### config.mk
export PLATFORM = sky130hd
export DESIGN_NAME = dma_byte_reader
export DESIGN_NICKNAME = d
export VERILOG_FILES = /design/src/rtl/dma_pkg.sv /design/src/rtl/dma_byte_reader.sv
export SDC_FILE = /design/constraint.sdc
export NUM_CORES = 1
export LEC_CHECK = 0
export BUFFER_PORTS_ARGS = -buffer_cell sky130_fd_sc_hd__buf_2
export CAP_MARGIN = 20
export CORE_ASPECT_RATIO = 0.6
export CORE_MARGIN = 2
export CORE_UTILIZATION = 36
export CTS_CLUSTER_SIZE = 20
export DETAILED_ROUTE_END_ITERATION = 12
export HOLD_SLACK_MARGIN = 0.03
export PLACE_DENSITY_LB_ADDON = 0.08
export SYNTH_ARGS = -nofsm -noshare
export SYNTH_HDL_FRONTEND = slang
export SYNTH_SLANG_ARGS = --single-unit
export TNS_END_PERCENT = 50
### constraint.sdc
create_clock -name clk -period 2.95 [get_ports clk]
set_clock_uncertainty 0.2 [all_clocks]
set_input_delay 0.4425 -clock clk [delete_from_list [all_inputs] [get_ports clk]]
set_output_delay 0.4425 -clock clk [all_outputs]
set_load 0.01 [all_outputs]
### src/rtl/dma_pkg.sv
// dma_pkg: shared definitions for the stream-based DMA engines.
//   - FSM state encoding for the byte reader
//   - memory read latency and word geometry
//   - word_byte(): little-endian byte lane select from a 32-bit word
package dma_pkg;

  localparam logic [2:0] ST_IDLE  = 3'd0;
  localparam logic [2:0] ST_FETCH = 3'd1;
  localparam logic [2:0] ST_CAPT  = 3'd2;
  localparam logic [2:0] ST_SEND  = 3'd3;
  localparam logic [2:0] ST_DONE  = 3'd4;

  typedef enum logic [2:0] {
    IDLE  = ST_IDLE,
    FETCH = ST_FETCH,
    CAPT  = ST_CAPT,
    SEND  = ST_SEND,
    DONE  = ST_DONE
  } state_e;

  // The reader's FETCH->CAPT spacing assumes this latency.
  localparam int MEM_RD_LAT     = 1;
  localparam int BYTES_PER_WORD = 4;

  // Byte lane idx of w, lane 0 = bits [7:0].
  function automatic logic [7:0] word_byte(input logic [31:0] w, input logic [1:0] idx);
    logic [7:0] b;
    case (idx)
      2'd0:    b = w[7:0];
      2'd1:    b = w[15:8];
      2'd2:    b = w[23:16];
      default: b = w[31:24];
    endcase
    return b;
  endfunction

endpackage

### src/rtl/dma_byte_reader.sv
// dma_byte_reader: memory-to-stream DMA read engine.
// On start, reads 32-bit words from a 1-cycle-latency synchronous memory and
// emits the requested bytes little-endian on a valid/ready byte stream.
//
// Ports:
//   clk, rst_n     clock (rising edge), asynchronous active-low reset
//   start          command strobe, only honoured in IDLE
//   base_addr      byte start address (may be unaligned), sampled with start
//   length         byte count (0 allowed), sampled with start
//   busy           high from the cycle after an accepted start through done
//   done           one-cycle completion pulse
//   mem_rd_en      memory read strobe
//   mem_addr       memory word address
//   mem_rd_data    memory read data, valid the cycle after mem_rd_en
//   m_valid/m_data/m_ready  byte stream master
module dma_byte_reader
  import dma_pkg::*;
#(
  parameter int ADDR_W = 16,
  parameter int LEN_W  = 16
) (
  input  logic              clk,
  input  logic              rst_n,
  input  logic              start,
  input  logic [ADDR_W-1:0] base_addr,
  input  logic [LEN_W-1:0]  length,
  output logic              busy,
  output logic              done,
  output logic              mem_rd_en,
  output logic [ADDR_W-3:0] mem_addr,
  input  logic [31:0]       mem_rd_data,
  output logic              m_valid,
  output logic [7:0]        m_data,
  input  logic              m_ready
);

  state_e            r_state;
  logic [ADDR_W-3:0] r_word_addr;
  logic [1:0]        r_byte_idx;
  logic [LEN_W-1:0]  r_remaining;
  logic [31:0]       r_word;
  logic              r_busy;
  logic              r_done;
  logic              r_mem_rd_en;
  logic [ADDR_W-3:0] r_mem_addr;
  logic              r_m_valid;
  logic [7:0]        r_m_data;

  logic              w_hs;
  logic              w_last;
  logic              w_word_end;
  logic [1:0]        w_next_idx;
  logic [ADDR_W-3:0] w_next_word;

  assign w_hs        = r_m_valid && m_ready;
  assign w_last      = (r_remaining == {{(LEN_W-1){1'b0}}, 1'b1});
  assign w_word_end  = (r_byte_idx == 2'd3);
  assign w_next_idx  = r_byte_idx + 2'd1;
  assign w_next_word = r_word_addr + {{(ADDR_W-3){1'b0}}, 1'b1};

  always_ff @(posedge clk or negedge rst_n) begin
    if (!rst_n) begin
      r_state     <= IDLE;
      r_word_addr <= '0;
      r_byte_idx  <= '0;
      r_remaining <= '0;
      r_word      <= '0;
      r_busy      <= 1'b0;
      r_done      <= 1'b0;
      r_mem_rd_en <= 1'b0;
      r_mem_addr  <= '0;
      r_m_valid   <= 1'b0;
      r_m_data    <= '0;
    end else begin
      // Single-cycle strobes default low.
      r_done      <= 1'b0;
      r_mem_rd_en <= 1'b0;
      case (r_state)
        IDLE: begin
          r_busy <= 1'b0;
          if (start) begin
            r_word_addr <= base_addr[ADDR_W-1:2];
            r_byte_idx  <= base_addr[1:0];
            r_remaining <= length;
            r_busy      <= 1'b1;
            if (length != '0) begin
              // Read strobe is registered on entry so it is high during FETCH.
              r_mem_rd_en <= 1'b1;
              r_mem_addr  <= base_addr[ADDR_W-1:2];
              r_state     <= FETCH;
            end else begin
              r_done  <= 1'b1;
              r_state <= DONE;
            end
          end
        end
        FETCH: r_state <= CAPT;
        CAPT: begin
          // Data returns now; preload the first byte so m_valid rises registered.
          r_word    <= mem_rd_data;
          r_m_data  <= word_byte(mem_rd_data, r_byte_idx);
          r_m_valid <= 1'b1;
          r_state   <= SEND;
        end
        SEND: begin
          if (w_hs) begin
            r_remaining <= r_remaining - {{(LEN_W-1){1'b0}}, 1'b1};
            r_byte_idx  <= w_next_idx;
            if (w_last) begin
              r_m_valid <= 1'b0;
              r_done    <= 1'b1;
              r_state   <= DONE;
            end else if (w_word_end) begin
              // Lane 3 consumed: fetch the next word (address wraps naturally).
              r_word_addr <= w_next_word;
              r_mem_addr  <= w_next_word;
              r_mem_rd_en <= 1'b1;
              r_m_valid   <= 1'b0;
              r_state     <= FETCH;
            end else begin
              r_m_data <= word_byte(r_word, w_next_idx);
            end
          end
        end
        DONE: begin
          r_busy  <= 1'b0;
          r_state <= IDLE;
        end
        default: r_state <= IDLE;
      endcase
    end
  end

  assign busy      = r_busy;
  assign done      = r_done;
  assign mem_rd_en = r_mem_rd_en;
  assign mem_addr  = r_mem_addr;
  assign m_valid   = r_m_valid;
  assign m_data    = r_m_data;

endmodule

==> results.md, run 1 <==
* First DRT Iteration DRCs at 316
* Post-DP HPWL at 9.547 mm
* Synth top area share at 46.78%
* Number of flops mapped to enable cells by yosys at 0
* Critical path class: register to register
* Final Hold Fails at 0
* RSZ-0062 raised after global routing: no
* Die Height at 95.06 um
* FP Rows at 33
* Leakage power at 2.737 nW
* Die width at 155.8 um
* Yosys warns at 0
* CTS Buf Count at 9
* Crit path DAT at 2510 ps
* Full die area at 14810 um2
* TritonRoute pass-1 iters at 5
* Sequential area share after synthesis at 46.78%
* Max_slew headroom at 48.68%
* Largest net degree at the start of global routing at 55
* Hold EP: r_word[5]$_DFFE_PN0N_
* CP max-delay cell: dfrtp_1
* CP endpoint kind: register
* CP required at 2980 ps
* Root Buffer: clkbuf_16
* Max H-tree Level at 3
* Finished Cell Area at 5997 um2
* Worst r2r src: r_state[0]$_DFFE_PN0P_
* R2R cell count at 5
* Reg2reg end: r_word_addr[8]$_DFFE_PN0P_
* Routed len/inst at 17.25 um
* Worst hold path type: input pin to register
* Initial antenna violation count at 0
* CTS tree: yes
* Starting Density at 36.62%
* GR Overflow Total at 0
* Port bufs at 93
* Vias in the first global route at 4019
* Post-layout net count at 667
* # DRC at 0
* Clock-pin slew on the worst setup and hold paths at 70 ps
* Setup violations, final at 0
* Pwr Density at 1122 nW/um2
* Crit-path max cell delay at 580 ps
* Worst slew pin tran at 769.8 ps
* Worst Path Max Fanout at 24
* CP startpoint kind: register
* Count leader, synth: dfrtp_1
* Clock latency on the worst-skew pair at 340 ps
* Area contributors post-synth: dfrtp_1, mux2_1, nand2_1
* Core Area at 13580 um2
* Layout filler cell count at 1307
* Final Max Slew Viols at 0
* Mapped cell area at 4975 um2
* Vias at 4250
* Worst hold path startpoint: mem_rd_data[5]
* Global-route wire length before repair at 21.45 mm
* Top post-synthesis cells by count: dfrtp_1, nand2_1, o21ai_0
* Gr usage total at 18.68%
* Status: finished, final reports clean
* Synth area leader: dfrtp_1
* Syn Nets at 582
* Gp weighted congestion at 0.8158
* Hold Crit Depth at 2
* Sink Count at 93
* Syn-to-layout area delta at 20.55%
* Setup Buffers After CTS at 0
* Flop2flop setup slack at 470 ps
* Max-Cap Viols at 0
* Vias/cell at 5.527
* Clk buf depth at 2
* Cell Area, Placed at 5664 um2
* Cells along the critical path: nand3b_1 > buf_4 > o21ai_1 > buf_4 > mux2_1
* Fmax at 402.6 MHz
* Most Frequent Cell on Critical Path: buf_4
* Ant diodes at 0
* Post-synthesis instance total at 505
* Min cycle time layout at 2484 ps
* Total buffers and inverters traversed by the critical path at 2
* # IOs at 94
* Antenna Nets Post-Route at 0
* Ys flop type: dfrtp_1
* Layout cells sized above 1 at 24.24%
* CP top delay family: buffers and inverters
* Netlist cell types at 59
* Total routed wirelength at 13.27 mm
* Fin crit share at 84.19%
* Maximum VDD drop at 355.9 uV
* #FFs+latches synth at 93
* Setup_tns at 0 ps
* Synth async-reset ratio at 100.0%
* Synthesized area per cell at 9.851 um2
==> placed cells by master (no fill, tap or decap), types with 5 or more instances in the layout <==
cell type  Yosys  final
a222oi_1      16     16
clkbuf_16      0      9
mux2_1        23     23
inv_1         16     16
mux2_2        13     13
dfrtp_1       93     93
ha_1           9      9
o211a_1        8      8
o21ai_1       27     27
and2_1         5      5
a21oi_1       29     29
xor2_1         8      8
nor3_1        11     11
nor2_1        26     25
nand4_1        7      7
nor4_1         9      9
nand2_1       54     54
mux2i_1       11     11
o21ai_0       30     30
nand3_1       10     10
buf_4          0     14
buf_2          3     92
==> logic make-up (layout without fill, tap and decap cells) <==
family | count (synthesis) | in the layout | synth area share [%]
AOI/OAI and AO/OA | 147 | 147 | 19.49
and+or+nand+nor | 145 | 145 | 14.84
DFF | 93 | 93 | 46.78
buffers and inverters | 52 | 141 | 4.150
muxes | 47 | 47 | 10.36
xor gates and xnor gates | 12 | 12 | 2.113
adders and majority gates | 9 | 9 | 2.264
==> worst max path at each step <==
stage,startpoint,endpoint,slack [ps],cells past startpoint
floorplan,r_remaining[1]$_DFFE_PN0P_,mem_addr[10]$_DFFE_PN0P_,700,7
global placement,length[8],mem_addr[5]$_DFFE_PN0P_,470,6
detailed placement,r_state[0]$_DFFE_PN0P_,r_word_addr[12]$_DFFE_PN0P_,470,5
CTS,r_state[0]$_DFFE_PN0P_,r_word_addr[12]$_DFFE_PN0P_,460,5
global route,r_state[0]$_DFFE_PN0P_,r_word_addr[5]$_DFFE_PN0P_,320,5
finish,r_state[0]$_DFFE_PN0P_,r_word_addr[8]$_DFFE_PN0P_,470,5
==> flip-flops by register name, indices dropped and copies added, names as in the netlist <==
signal / count
mem_addr: 14
r_word: 32
r_remaining: 16
busy: 1
mem_rd_en: 1
r_state: 3
done: 1
m_valid: 1
m_data: 8
r_byte_idx: 2
r_word_addr: 14
==> metal layers <==
| layer | global-route usage, % | routed length (um) |
|---|---|---|
| met5 | 0 | 0 |
| met2 | 26.73 | 5495 |
| met1 | 28.01 | 6686 |
| met3 | 5.045 | 1003 |
| met4 | 4.281 | 82 |
==> where the power goes <==
| part | internal [mW] | total, mW | switching, mW |
|---|---|---|---|
| Sequential | 1.87 | 2.36 | 0.496 |
| Combinational | 1.33 | 3.09 | 1.75 |
| Clock | 0.765 | 1.28 | 0.515 |
==> metrics by stage <==
step	utilization, %	total power [mW]	hold slack, ps	setup slack (ps)	std cells
after floorplan	-	4.479	-53.09	703.8	505
after global placement	41.70	5.423	265.9	467.9	753
after detailed placement	41.70	5.469	269.1	466.1	753
after CTS	44.15	6.784	117.3	461.5	769
after global routing	44.15	7.282	128.1	318.9	769
final	44.15	6.731	129.6	466.3	769
==> timing repair <==
| action | CTS | global route |
|---|---|---|
| hold buffers | 1 | 0 |
| endpoints found under the setup margin | 0 | 0 |
| hold endpoints to repair | 39 | 0 |
| resized for setup | 0 | 0 |
==> layout make-up <==
type	count	area (um2)	area share, %
clock inverter	5	83.83	1.398
clock buffer	10	239.0	3.985
multi-input combinational	360	2449	40.83
sequential	93	2327	38.81
tap	175	219.0	3.651
inverter	17	63.81	1.064
timing repair buffer	109	615.6	10.26
Note: power is estimated with default switching activity, not from simulation.
==> inputs of run 2 (changes only) <==
==> constraint.sdc (replaced) <==
create_clock -name clk -period 2 [get_ports clk]
set_clock_uncertainty 0.2 [all_clocks]
set_input_delay 0.3 -clock clk [delete_from_list [all_inputs] [get_ports clk]]
set_output_delay 0.3 -clock clk [all_outputs]
set_load 0.01 [all_outputs]
==> run 2 against run 1 <==
Effect of this change: the run now ends with negative setup slack left; combinational power grew 110%; worst hold slack got worse by 91 ps; non-clock buffer count up 121; flip-flop and latch count did not move; critical path type unchanged; largest power group unchanged.
==> results.md, run 2 (synthesized netlist as in run 1, its figures left out) <==
* Status: finished with violations
* Failing checks: negative setup slack
* CP max-delay cell: or4_4
* CP startpoint kind: register
* Hold Crit Depth at 3 (+1)
* Clock-pin slew on the worst setup and hold paths at 70 ps (about the same)
* Top Registers: r_word x32, r_remaining x16
* Ant diodes at 0 (unchanged)
* Post-DP HPWL at 10.68 mm (+12%)
* Total routed wirelength at 15.17 mm (+14%)
* Gp weighted congestion at 0.7913 (-3.0%)
* Most frequent cells in the layout: dfrtp_1, buf_2, buf_4, nand2_1, dlygate4sd3_1
* Antenna Nets Post-Route at 0 (unchanged)
* Syn-to-layout area delta at 48.77%
* CP Depth at 6 (+1)
* Die Height at 95.06 um (unchanged)
* Fin crit share at 110.7% (+27 points)
* Vias/cell at 5.307 (-4.0%)
* Full die area at 14810 um2 (unchanged)
* Most flops, register: r_word
* RSZ-0062 raised after global routing: yes
* Max-Cap Viols at 0 (unchanged)
* Routed len/inst at 17.04 um (-1.2%)
* CTS tree: yes
* Starting Density at 36.62% (unchanged)
* Crit-path max cell delay at 550 ps (-30 ps)
* Die width at 155.8 um (unchanged)
* Total buffers and inverters traversed by the critical path at 1 (-1)
* Clk buf depth at 2 (unchanged)
* Max_slew headroom at 62.12% (+13 points)
* Max H-tree Level at 3 (unchanged)
* GR Overflow Total at 0 (unchanged)
* Clock latency on the worst-skew pair at 340 ps (about the same)
* Fmax at 451.6 MHz (+12%)
* # IOs at 94 (unchanged)
* Worst slew pin tran at 568.2 ps (-201.5 ps)
* Finished Cell Area at 7401 um2 (+23%)
* CP top delay family: simple AND/OR/NAND/NOR gates
* Crit path DAT at 2240 ps (-270 ps)
* Largest net degree at the start of global routing at 35 (-36%)
* Maximum VDD drop at 524.8 uV (+47%)
* CP required at 2030 ps (-950 ps)
* Post-Place Cells at 829 (+10%)
* Root Buffer: clkbuf_16
* Finished Core Util at 54.48% (+10 points)
* FP Rows at 33 (unchanged)
* Initial antenna violation count at 0 (unchanged)
* Sink Count at 93 (unchanged)
* Vias in the first global route at 4684 (+17%)
* Worst hold path type: input pin to register
* Critical path class: register to register
* Worst Path Max Fanout at 4 (-83%)
* Max FFs per register at 32 (unchanged)
* Gr usage total at 20.70% (+2.0 points)
* Post-layout net count at 788 (+18%)
* Vias at 4723 (+11%)
* Cells along the critical path: or4_4 > or3_4 > buf_4 > nor3_4 > a31oi_1 > o22a_1
* Final setup margin at -214.5 ps (-680.8 ps)
* Layout cells sized above 1 at 40.98% (+17 points)
* Core Area at 13580 um2 (unchanged)
* Cell Area, Placed at 6340 um2 (+12%)
* TritonRoute pass-1 iters at 5 (unchanged)
* CP endpoint kind: register
* Min cycle time layout at 2215 ps (-269.2 ps)
* Final Hold Fails at 0 (unchanged)
* Leakage power at 3.439 nW (+26%)
* # DRC at 0 (unchanged)
* R2R cell count at 6 (+1)
* Pwr Density at 1533 nW/um2 (+37%)
* First DRT Iteration DRCs at 361 (+14%)
* Port bufs at 93 (unchanged)
* Setup violations, final at 41 (+41)
* Final total power at 11.34 mW (+69%)
* Final Max Slew Viols at 0 (unchanged)
* CTS Buf Count at 9 (unchanged)
* Non-Filler Instances at 890 (+16%)
* Global-route wire length before repair at 23.87 mm (+11%)
==> run 2: cell count changes in the layout (fill, tap and decap cells not counted), moves of 6 or more <==
cell	delta
nand2_2	+6
mux2_4	+12
mux2_1	-12
o21ai_2	+16
o21ai_1	-12
buf_4	+74
o21ai_0	-6
dlygate4sd3_1	+32
buf_12	+7
nand2_1	-10
==> run 2: metal layers <==
metal  GRT usage [%]  wire length (um)  share of wire, %
met5               0                 0                 0
met1           30.32              7600                50
met3           3.727               754               5.0
met2           31.97              6643                44
met4           4.893               168               1.1
==> run 2: worst paths after layout <==
path / end / startpoint / slack [ps]
hold reg to reg: mem_addr[13]$_DFFE_PN0P_ / mem_addr[13]$_DFFE_PN0P_ / 280
setup / recovery: r_remaining[13]$_DFFE_PN0P_ / r_remaining[7]$_DFFE_PN0P_ / -210
min in group asynchronous: r_word[10]$_DFFE_PN0N_ / rst_n / 250
hold / removal: r_byte_idx[0]$_DFFE_PN0P_ / base_addr[0] / 40
max in group asynchronous: r_remaining[10]$_DFFE_PN0P_ / rst_n / 770
setup reg to reg: r_remaining[13]$_DFFE_PN0P_ / r_remaining[7]$_DFFE_PN0P_ / -210
==> run 2: through the flow <==
stage / TNS, ps / worst slack, ps / hold WS, ps
6_report: -3232 / -214.5 / 38.54
3_5_place_dp: -8373 / -493.7 / 100.9
5_1_grt: -6900 / -298.3 / 33.36
4_1_cts: -2024 / -180.9 / 33.93
2_1_floorplan: -2203 / -154.4 / -195.6
3_3_place_gp: -7048 / -465.6 / 95.48
==> run 2: power by group <==
group	switching, mW	total, mW	internal [mW]	leakage [nW]
clock network	0.734	1.57	0.839	0.121
logic	3.31	6.39	3.08	2.19
registers	0.620	3.38	2.76	1.13
==> run 2: worst min-delay path: cells and delay by family <==
kind	cells	cell delay (ps)
buf+inv	1	80
compound gates	1	90
simple gates	1	80
==> run 2: area by class of cell <==
type / count / area, um2
sequential: 93 / 2328
tap: 175 / 219.0
multi-input combinational: 360 / 2755
fill: 1209 / 6183
clock inverter: 5 / 36.28
inverter: 17 / 66.31
clock buffer: 10 / 229.0
timing repair buffer: 230 / 1767
==> run 2: repair_timing <==
item / CTS / global route
buffers inserted: 6 / 3
resized for setup: 36 / 47
hold endpoints to repair: 63 / 0
pin swaps: 5 / 24
hold buffers: 33 / 0
setup endpoints to repair: 42 / 50
cloned: 2 / 2
